**src/rtl/ram_arbiter.sv**
```systemverilog
`default_nettype none
// ============================================================================
// Module  : ram_arbiter
// Brief   : Two-port round-robin arbiter and access sequencer for the ram
//           block. Serialises requests, holds the ram bus stable for a full
//           cycle before the edge-triggered select strobe, acks with data.
// Revision: 1.0 - initial release
// ============================================================================
module ram_arbiter #(
    parameter int word_size   = 20,
    parameter int word_amount = 30,
    localparam int DW = word_size + 1,
    localparam int AW = $clog2(word_amount) + 1
) (
    input  logic          clk,
    input  logic          rst_n,
    input  logic          req0,
    input  logic          req1,
    input  logic          op0,
    input  logic          op1,
    input  logic [AW-1:0] addr0,
    input  logic [AW-1:0] addr1,
    input  logic [DW-1:0] wdata0,
    input  logic [DW-1:0] wdata1,
    output logic          ack0,
    output logic          ack1,
    output logic          err0,
    output logic          err1,
    output logic [DW-1:0] rdata0,
    output logic [DW-1:0] rdata1,
    output logic          busy,
    output logic [AW-1:0] ram_address,
    output logic          ram_operation,
    output logic [DW-1:0] ram_wdata,
    output logic          ram_select,
    input  logic [DW-1:0] ram_rdata
);

    localparam logic [AW-1:0] c_max_addr = AW'(word_amount);

    typedef enum logic [1:0] {
        S_IDLE   = 2'd0,
        S_SETUP  = 2'd1,
        S_STROBE = 2'd2,
        S_DONE   = 2'd3
    } state_t;

    state_t        r_state;
    state_t        w_state_next;

    // r_last_grant doubles as "port currently in flight" once a grant is made
    logic          r_last_grant;
    logic          r_err;
    logic          r_ack0, r_ack1, r_err0, r_err1;
    logic          r_busy;
    logic          r_ram_select;
    logic          r_ram_operation;
    logic [AW-1:0] r_ram_address;
    logic [DW-1:0] r_ram_wdata;
    logic [DW-1:0] r_rdata0, r_rdata1;

    logic          w_any_req;
    logic          w_grant;
    logic          w_op_sel;
    logic [AW-1:0] w_addr_sel;
    logic [DW-1:0] w_wdata_sel;
    logic          w_addr_bad;
    logic          w_grant_eff;
    logic          w_err_eff;

    // Round-robin pick: a lone requester wins, a tie goes to the port not served last
    always_comb begin
        w_any_req   = req0 | req1;
        w_grant     = (req0 && req1) ? ~r_last_grant : req1;
        w_op_sel    = w_grant ? op1    : op0;
        w_addr_sel  = w_grant ? addr1  : addr0;
        w_wdata_sel = w_grant ? wdata1 : wdata0;
        w_addr_bad  = (w_addr_sel > c_max_addr);
    end

    // Next-state decode; grant/error are taken live in IDLE, from registers afterwards
    always_comb begin
        w_state_next = r_state;
        w_grant_eff  = r_last_grant;
        w_err_eff    = r_err;
        case (r_state)
            S_IDLE: begin
                w_grant_eff = w_grant;
                w_err_eff   = w_addr_bad;
                if (w_any_req) begin
                    w_state_next = w_addr_bad ? S_DONE : S_SETUP;
                end
            end
            S_SETUP:  w_state_next = S_STROBE;
            S_STROBE: w_state_next = S_DONE;
            S_DONE:   w_state_next = S_IDLE;
            default:  w_state_next = S_IDLE;
        endcase
    end

    // State register
    always_ff @(posedge clk or negedge rst_n) begin
        if (!rst_n) begin
            r_state <= S_IDLE;
        end else begin
            r_state <= w_state_next;
        end
    end

    // Grant capture, ram bus loading and read-data capture on the edge leaving STROBE
    always_ff @(posedge clk or negedge rst_n) begin
        if (!rst_n) begin
            r_last_grant    <= 1'b1;
            r_err           <= 1'b0;
            r_ram_address   <= '0;
            r_ram_operation <= 1'b0;
            r_ram_wdata     <= '0;
            r_rdata0        <= '0;
            r_rdata1        <= '0;
        end else begin
            if (r_state == S_IDLE && w_any_req) begin
                r_last_grant <= w_grant;
                r_err        <= w_addr_bad;
                if (!w_addr_bad) begin
                    r_ram_address   <= w_addr_sel;
                    r_ram_operation <= w_op_sel;
                    r_ram_wdata     <= w_wdata_sel;
                end
            end
            if (r_state == S_STROBE && !r_ram_operation) begin
                if (r_last_grant) begin
                    r_rdata1 <= ram_rdata;
                end else begin
                    r_rdata0 <= ram_rdata;
                end
            end
        end
    end

    // Registered, glitch-free outputs decoded from the next state
    always_ff @(posedge clk or negedge rst_n) begin
        if (!rst_n) begin
            r_ram_select <= 1'b0;
            r_busy       <= 1'b0;
            r_ack0       <= 1'b0;
            r_ack1       <= 1'b0;
            r_err0       <= 1'b0;
            r_err1       <= 1'b0;
        end else begin
            r_ram_select <= (w_state_next == S_STROBE);
            r_busy       <= (w_state_next != S_IDLE);
            r_ack0       <= (w_state_next == S_DONE) && !w_grant_eff;
            r_ack1       <= (w_state_next == S_DONE) &&  w_grant_eff;
            r_err0       <= (w_state_next == S_DONE) && !w_grant_eff && w_err_eff;
            r_err1       <= (w_state_next == S_DONE) &&  w_grant_eff && w_err_eff;
        end
    end

    assign ack0          = r_ack0;
    assign ack1          = r_ack1;
    assign err0          = r_err0;
    assign err1          = r_err1;
    assign rdata0        = r_rdata0;
    assign rdata1        = r_rdata1;
    assign busy          = r_busy;
    assign ram_address   = r_ram_address;
    assign ram_operation = r_ram_operation;
    assign ram_wdata     = r_ram_wdata;
    assign ram_select    = r_ram_select;

endmodule
`default_nettype wire

```
**config.mk**
```make
export PLATFORM = sky130hd
export DESIGN_NAME = ram_arbiter
export DESIGN_NICKNAME = d
export VERILOG_FILES = /design/src/rtl/ram_arbiter.sv
export SDC_FILE = /design/constraint.sdc
export NUM_CORES = 1
export LEC_CHECK = 0
export CORE_ASPECT_RATIO = 2
export CORE_MARGIN = 10
export CORE_UTILIZATION = 41
export DETAILED_ROUTE_END_ITERATION = 8
export GPL_TIMING_DRIVEN = 0
export MAX_ROUTING_LAYER = met4
export PLACE_DENSITY = 0.79
export SYNTH_ARGS = -nofsm -noshare
export SYNTH_HDL_FRONTEND = slang
export SYNTH_SLANG_ARGS = --single-unit
```
**constraint.sdc**
```tcl
create_clock -name clk -period 2.6 [get_ports clk]
set_clock_uncertainty 0.05 [all_clocks]
set_input_delay 0.26 -clock clk [delete_from_list [all_inputs] [get_ports clk]]
set_output_delay 0.26 -clock clk [all_outputs]
set_load 0.03 [all_outputs]
```
# Word level (Yosys, flattened, before mapping)
# Cells that the tools add are included.
[totals] in_bits=81 wordCells=46 output_inout_bits=76 ff_bits=80
[op_classes] eq_ne=5 reduce_logical=14 bitwise_logic=3 n_mux=9 magnitude_cmp=1
[op_table] operator="21-bit 2-to-1 mux" n=1
[op_table] operator="2-bit equality test, second input constant" n=4
[op_table] operator="2-bit one-hot mux with 4 select lines" n=1
[op_table] operator="1-bit logical AND" n=7
[op_table] operator="6-bit by 5-bit > comparator with 1-bit output, second input constant" n=1
[op_table] operator="6-bit 2-to-1 mux" n=1
[op_table] operator="2-bit AND reduction" n=3
[op_table] operator="1-bit 2-to-1 mux" n=4
[op_table] operator="2-bit 2-to-1 mux" n=2
[op_table] operator="2-bit by 1-bit equality test with 1-bit output, second input constant" n=1
[op_table] operator="1-bit logical NOT" n=2
[op_table] operator="2-bit logical NOT" n=1
[op_table] operator="1-bit inverter" n=2
[op_table] operator="2-bit nonzero test" n=1
[op_table] operator="1-bit OR" n=1

# Depth between registers and ports, before layout
[logic_depth] ltp_word=10 mapped_depth=7

# Worst setup path after synthesis
# Ideal clock, no wire load.
[synth_path] path_kind="register to register" from="reg r_last_grant" to="reg r_ram_address[0] (netlist: ram_address[0])" path_stages_with_launch=7 setup_ns=0.127 period_less_slack_ns=1.967 path_slack_ns=0.633 t_required_ns=2.423 arrival_ns=1.790 cell_sequence="dfstp_2 -> a21boi_2 -> a311o_1 -> a21oi_1 -> buf_4 -> buf_6 -> mux2_1"
[synth_between] elab_chain_cells=6
[synth_lines] item="from (decl)" line_no="52" source="logic r_last_grant;"
[synth_lines] item="from (signal assigned)" line_no="122" source="r_last_grant <= w_grant;"
[synth_lines] item="1-bit inverter (no source line) (*)"
[synth_lines] item="1-bit 2-to-1 mux (*)" line_no="74" source="w_grant = (req0 && req1) ? ~r_last_grant : req1;"
[synth_lines] item="6-bit 2-to-1 mux (*)" line_no="76" source="w_addr_sel = w_grant ? addr1 : addr0;"
[synth_lines] item="6-bit by 5-bit > comparator with 1-bit output" line_no="78" source="w_addr_bad = (w_addr_sel > c_max_addr);"
[synth_lines] item="1-bit inverter (no source line)"
[synth_lines] item="2-bit AND reduction (no source line)"
[synth_lines] item="to (signal assigned)" line_no="125" source="r_ram_address <= w_addr_sel;"
[synth_lines] item="to (decl)" line_no="58" source="logic [AW-1:0] r_ram_address;"
# Every way passes the cells marked *; elsewhere a longest branch is shown, timed or not.
# A chain may end at the register's enable or synchronous reset.

# Worst setup path in the final report
[layout_path] from="reg r_last_grant" to="reg r_ram_wdata[17] (netlist: ram_wdata[17])"
[layout_between] elab_chain_cells=6 word_cells_on_any_way=7
[layout_lines] item="1-bit inverter (no source line) (*)"
[layout_lines] item="1-bit 2-to-1 mux (*)" line_no="74"
[layout_lines] item="6-bit 2-to-1 mux" line_no="76"
[layout_lines] item="6-bit by 5-bit > comparator with 1-bit output" line_no="78"
[layout_lines] item="1-bit inverter (no source line)"
[layout_lines] item="2-bit AND reduction (no source line)"
[layout_lines] item="to (signal assigned)" line_no="127" source="r_ram_wdata <= w_wdata_sel;"
[layout_lines] item="to (decl)" line_no="59" source="logic [DW-1:0] r_ram_wdata;"
# Marked as above.

==> results.json <==
{
  "status": "complete, no violations",
  "period_needed_ps": 2290,
  "cts_max_path_buffers": 2,
  "cts_max_level": 3,
  "crit_fanout": 10,
  "power_density_nw_per_um2": 1360,
  "ys_ff_latch": 80,
  "viasPerCell": 4.97,
  "clock-sinks": 80,
  "dpl_worst_slack_ps": 75.1,
  "synth_top_family_by_area": "multiplexers",
  "ir_worst_vdd_mv": 0.885,
  "cp-start-kind": "flop",
  "clkTransAtPathRegs_ps": 60,
  "start_util_pct": 41.7,
  "ios": 157,
  "synth-compound-area-share_pct": 4.12,
  "routedWlPerCell_um": 19.3,
  "p_switching_w": 0.00281,
  "cts_tree": "yes",
  "yosys.area_share.adder_pct": 1.46,
  "synthMuxAreaShare_pct": 31.5,
  "clk_latency_ps": 320,
  "root_buffer": "clkbuf_16",
  "drt_iter0_markers": 59,
  "min_path_type": "in -> async",
  "fin_crit_sh_pct": 88.0,
  "power_w": 0.00744,
  "fmax_ghz": 0.437,
  "yosys.area_share.simple_pct": 2.66,
  "final_hold_viol_count": 0,
  "dieHeight_um": 149,
  "rows": 47,
  "gp_congestion": 0.735,
  "intPower_w": 0.00463,
  "slew_headroom_pct": 57.1,
  "cp.required_ps": 2750,
  "end_kind": "flop",
  "grt_pass1_vias": 2831,
  "syn-num-nets": 318,
  "synth_xor_area_share_pct": 0,
  "die-area_um2": 12700,
  "worst_pin_slew_ps": 643,
  "drive_above_1_share_pct": 26.8,
  "grt_overflow": 0,
  "avgSynthCellArea_um2": 14.7,
  "cts_resized": 0,
  "final_util_pct": 66.6,
  "pwr-share-comb_pct": 51.7,
  "seq_power_share_pct": 29.4,
  "dr.pass1.iters": 4,
  "fin_area_um2": 5480,
  "yosysUniqueCellTypes": 31,
  "crit_arrival_ps": 2440,
  "drv_cap": 0,
  "reg2regPathDepth": 6,
  "ys_warn_count": 0,
  "clkPwrFrac_pct": 18.9,
  "drv_slew": 0,
  "grtUsageTotal_pct": 15.8,
  "rsz0062_at_grt": "false",
  "die_x_um": 84.7,
  "diodes": 0,
  "synthCells": 233,
  "core_area_um2": 8230,
  "r2r_end": "ram_wdata[17]$_DFFE_PN0P_",
  "cts_buffers": 9,
  "drc_errors": 0,
  "grt_max_degree": 44,
  "leakage_nw": 2.27,
  "place_area_um2": 5140,
  "finalSetupViolations": 0,
  "num_vias": 2504,
  "grt_pass1_wl_um": 15400,
  "fin_ws_ps": 311,
  "drt_wl_total_um": 9750,
  "num-nets-final": 487,
  "io_buffers": 156,
  "synth_area_um2": 3440,
  "critPathKind": "reg -> reg",
  "swShare_pct": 37.8,
  "yosysSeqAreaShare_pct": 58.3,
  "finalNonFillerCells": 504,
  "antenna_found_initial": 0,
  "reg2reg_slack_ps": 310,
  "synthToLayoutAreaGrowth_pct": 59.6,
  "dp_hpwl_um": 8030,
  "antenna_left": 0,
  "place_inst": 488,
  "r2r-start": "r_last_grant$_DFFE_PN1P_"
}
-- metal layers --
layer	part of all wire [%]	global-route usage, %	vias to the layer above	routed length, um
met1	36	15.3	1235	3470
met4	1.1	4.72	0	108
li1	-	-	1168	-
met5	0	-	-	0
met3	6.5	5.66	8	636
met2	57	28.4	93	5540
-- flip-flops by register name, summed over array words and instances, names as in the netlist --
| signal | count |
|---|---|
| ram_select | 1 |
| r_last_grant | 1 |
| rdata0 | 21 |
| rdata1 | 21 |
| err0 | 1 |
| ack0 | 1 |
| r_err | 1 |
| ram_operation | 1 |
| r_state | 2 |
| ram_address | 6 |
| busy | 1 |
| ram_wdata | 21 |
| err1 | 1 |
| ack1 | 1 |
-- synthesized netlist by cell type --
cell	count	share of area (%)
a32oi_1	2	0.51
a21oi_1	8	1.2
dfstp_2	1	0.76
buf_4	1	0.22
buf_1	2	0.22
buf_2	1	0.15
mux2_2	88	29
mux2_1	8	2.6
a311o_1	1	0.29
clkbuf_1	5	0.55
nand2_1	4	0.44
a21boi_0	1	0.22
dfrtp_1	79	58
a31oi_1	2	0.36
inv_1	5	0.55
o22a_1	1	0.25
o21ai_0	2	0.29
nand3b_1	2	0.44
nand3_1	1	0.15
nor2_1	4	0.44
buf_6	1	0.33
nor3b_1	1	0.22
and3_1	1	0.18
o21bai_1	1	0.22
and2_1	1	0.18
o211ai_1	1	0.22
a31o_2	1	0.25
ha_1	4	1.5
nand4b_1	1	0.25
a21boi_2	1	0.33
nor2b_1	2	0.36
-- per-stage QoR --
step	setup TNS (ps)	hold slack (ps)
floorplan	0	-85.6
global placement	-122090	419
detailed placement	0	216
CTS	0	419
global route	0	444
finish	0	408
-- worst max-delay path, stage by stage, from the launching register on --
cell and delay [ps]:
dfstp_2 600, a21boi_2 110, a311o_1 380, a21oi_1 270
buf_4 250, buf_6 170, mux2_1 340
-- area by class of cell --
type | count | area, um2
repair buffers | 158 | 1590
inverters | 5 | 18.8
multi-input cells | 138 | 1360
plain buffers | 10 | 50.0
clock buffers | 12 | 246
well taps | 98 | 123
fillers | 640 | 2750
flip-flops and latches | 80 | 2000
clock inverters | 3 | 90.1
-- worst max-delay path by stage --
stage,depth (start not counted),startpoint,endpoint
floorplan,6,r_last_grant$_DFFE_PN1P_,ram_address[0]$_DFFE_PN0P_
global placement,1,rst_n,busy$_DFF_PN0_
detailed placement,7,req1,ram_wdata[17]$_DFFE_PN0P_
CTS,6,r_last_grant$_DFFE_PN1P_,ram_wdata[17]$_DFFE_PN0P_
global route,5,r_state[0]$_DFF_PN0_,rdata0[8]$_DFFE_PN0P_
finish,6,r_last_grant$_DFFE_PN1P_,ram_wdata[17]$_DFFE_PN0P_
-- power by group through the flow --
stage	clock network (W)	logic (W)	registers (W)
final	0.00141	0.00384	0.00219
after global routing	0.00150	0.00406	0.00227
after floorplan	0	0.00105	0.00335
after detailed placement	0	0.00390	0.00221
after CTS	0.00145	0.00391	0.00220
after global placement	0	0.00384	0.00217
-- logic make-up after synthesis --
| family | after synthesis |
|---|---|
| buf+inv | 15 |
| fa+ha+maj | 4 |
| mux | 96 |
| compound gates | 21 |
| simple gates | 17 |
| flops | 80 |
-- placed cells by master (no fill, tap or decap), types with 4 or more instances in the layout --
cell type        Yosys  routed
clkbuf_1             5       7
nor2_1               4       4
mux2_2              88      88
mux2_1               8       8
clkbuf_16            0       9
nand2_1              4       4
inv_1                5       5
clkdlybuf4s50_1      0     155
dfrtp_1             79      79
a21oi_1              8       8
ha_1                 4       4
-- timing repair --
item                      4_1_cts  5_1_grt
hold buffers                    1        0
buffers inserted                0        0
hold endpoints to repair       36        0
Note: power is estimated with default switching activity, not from simulation.
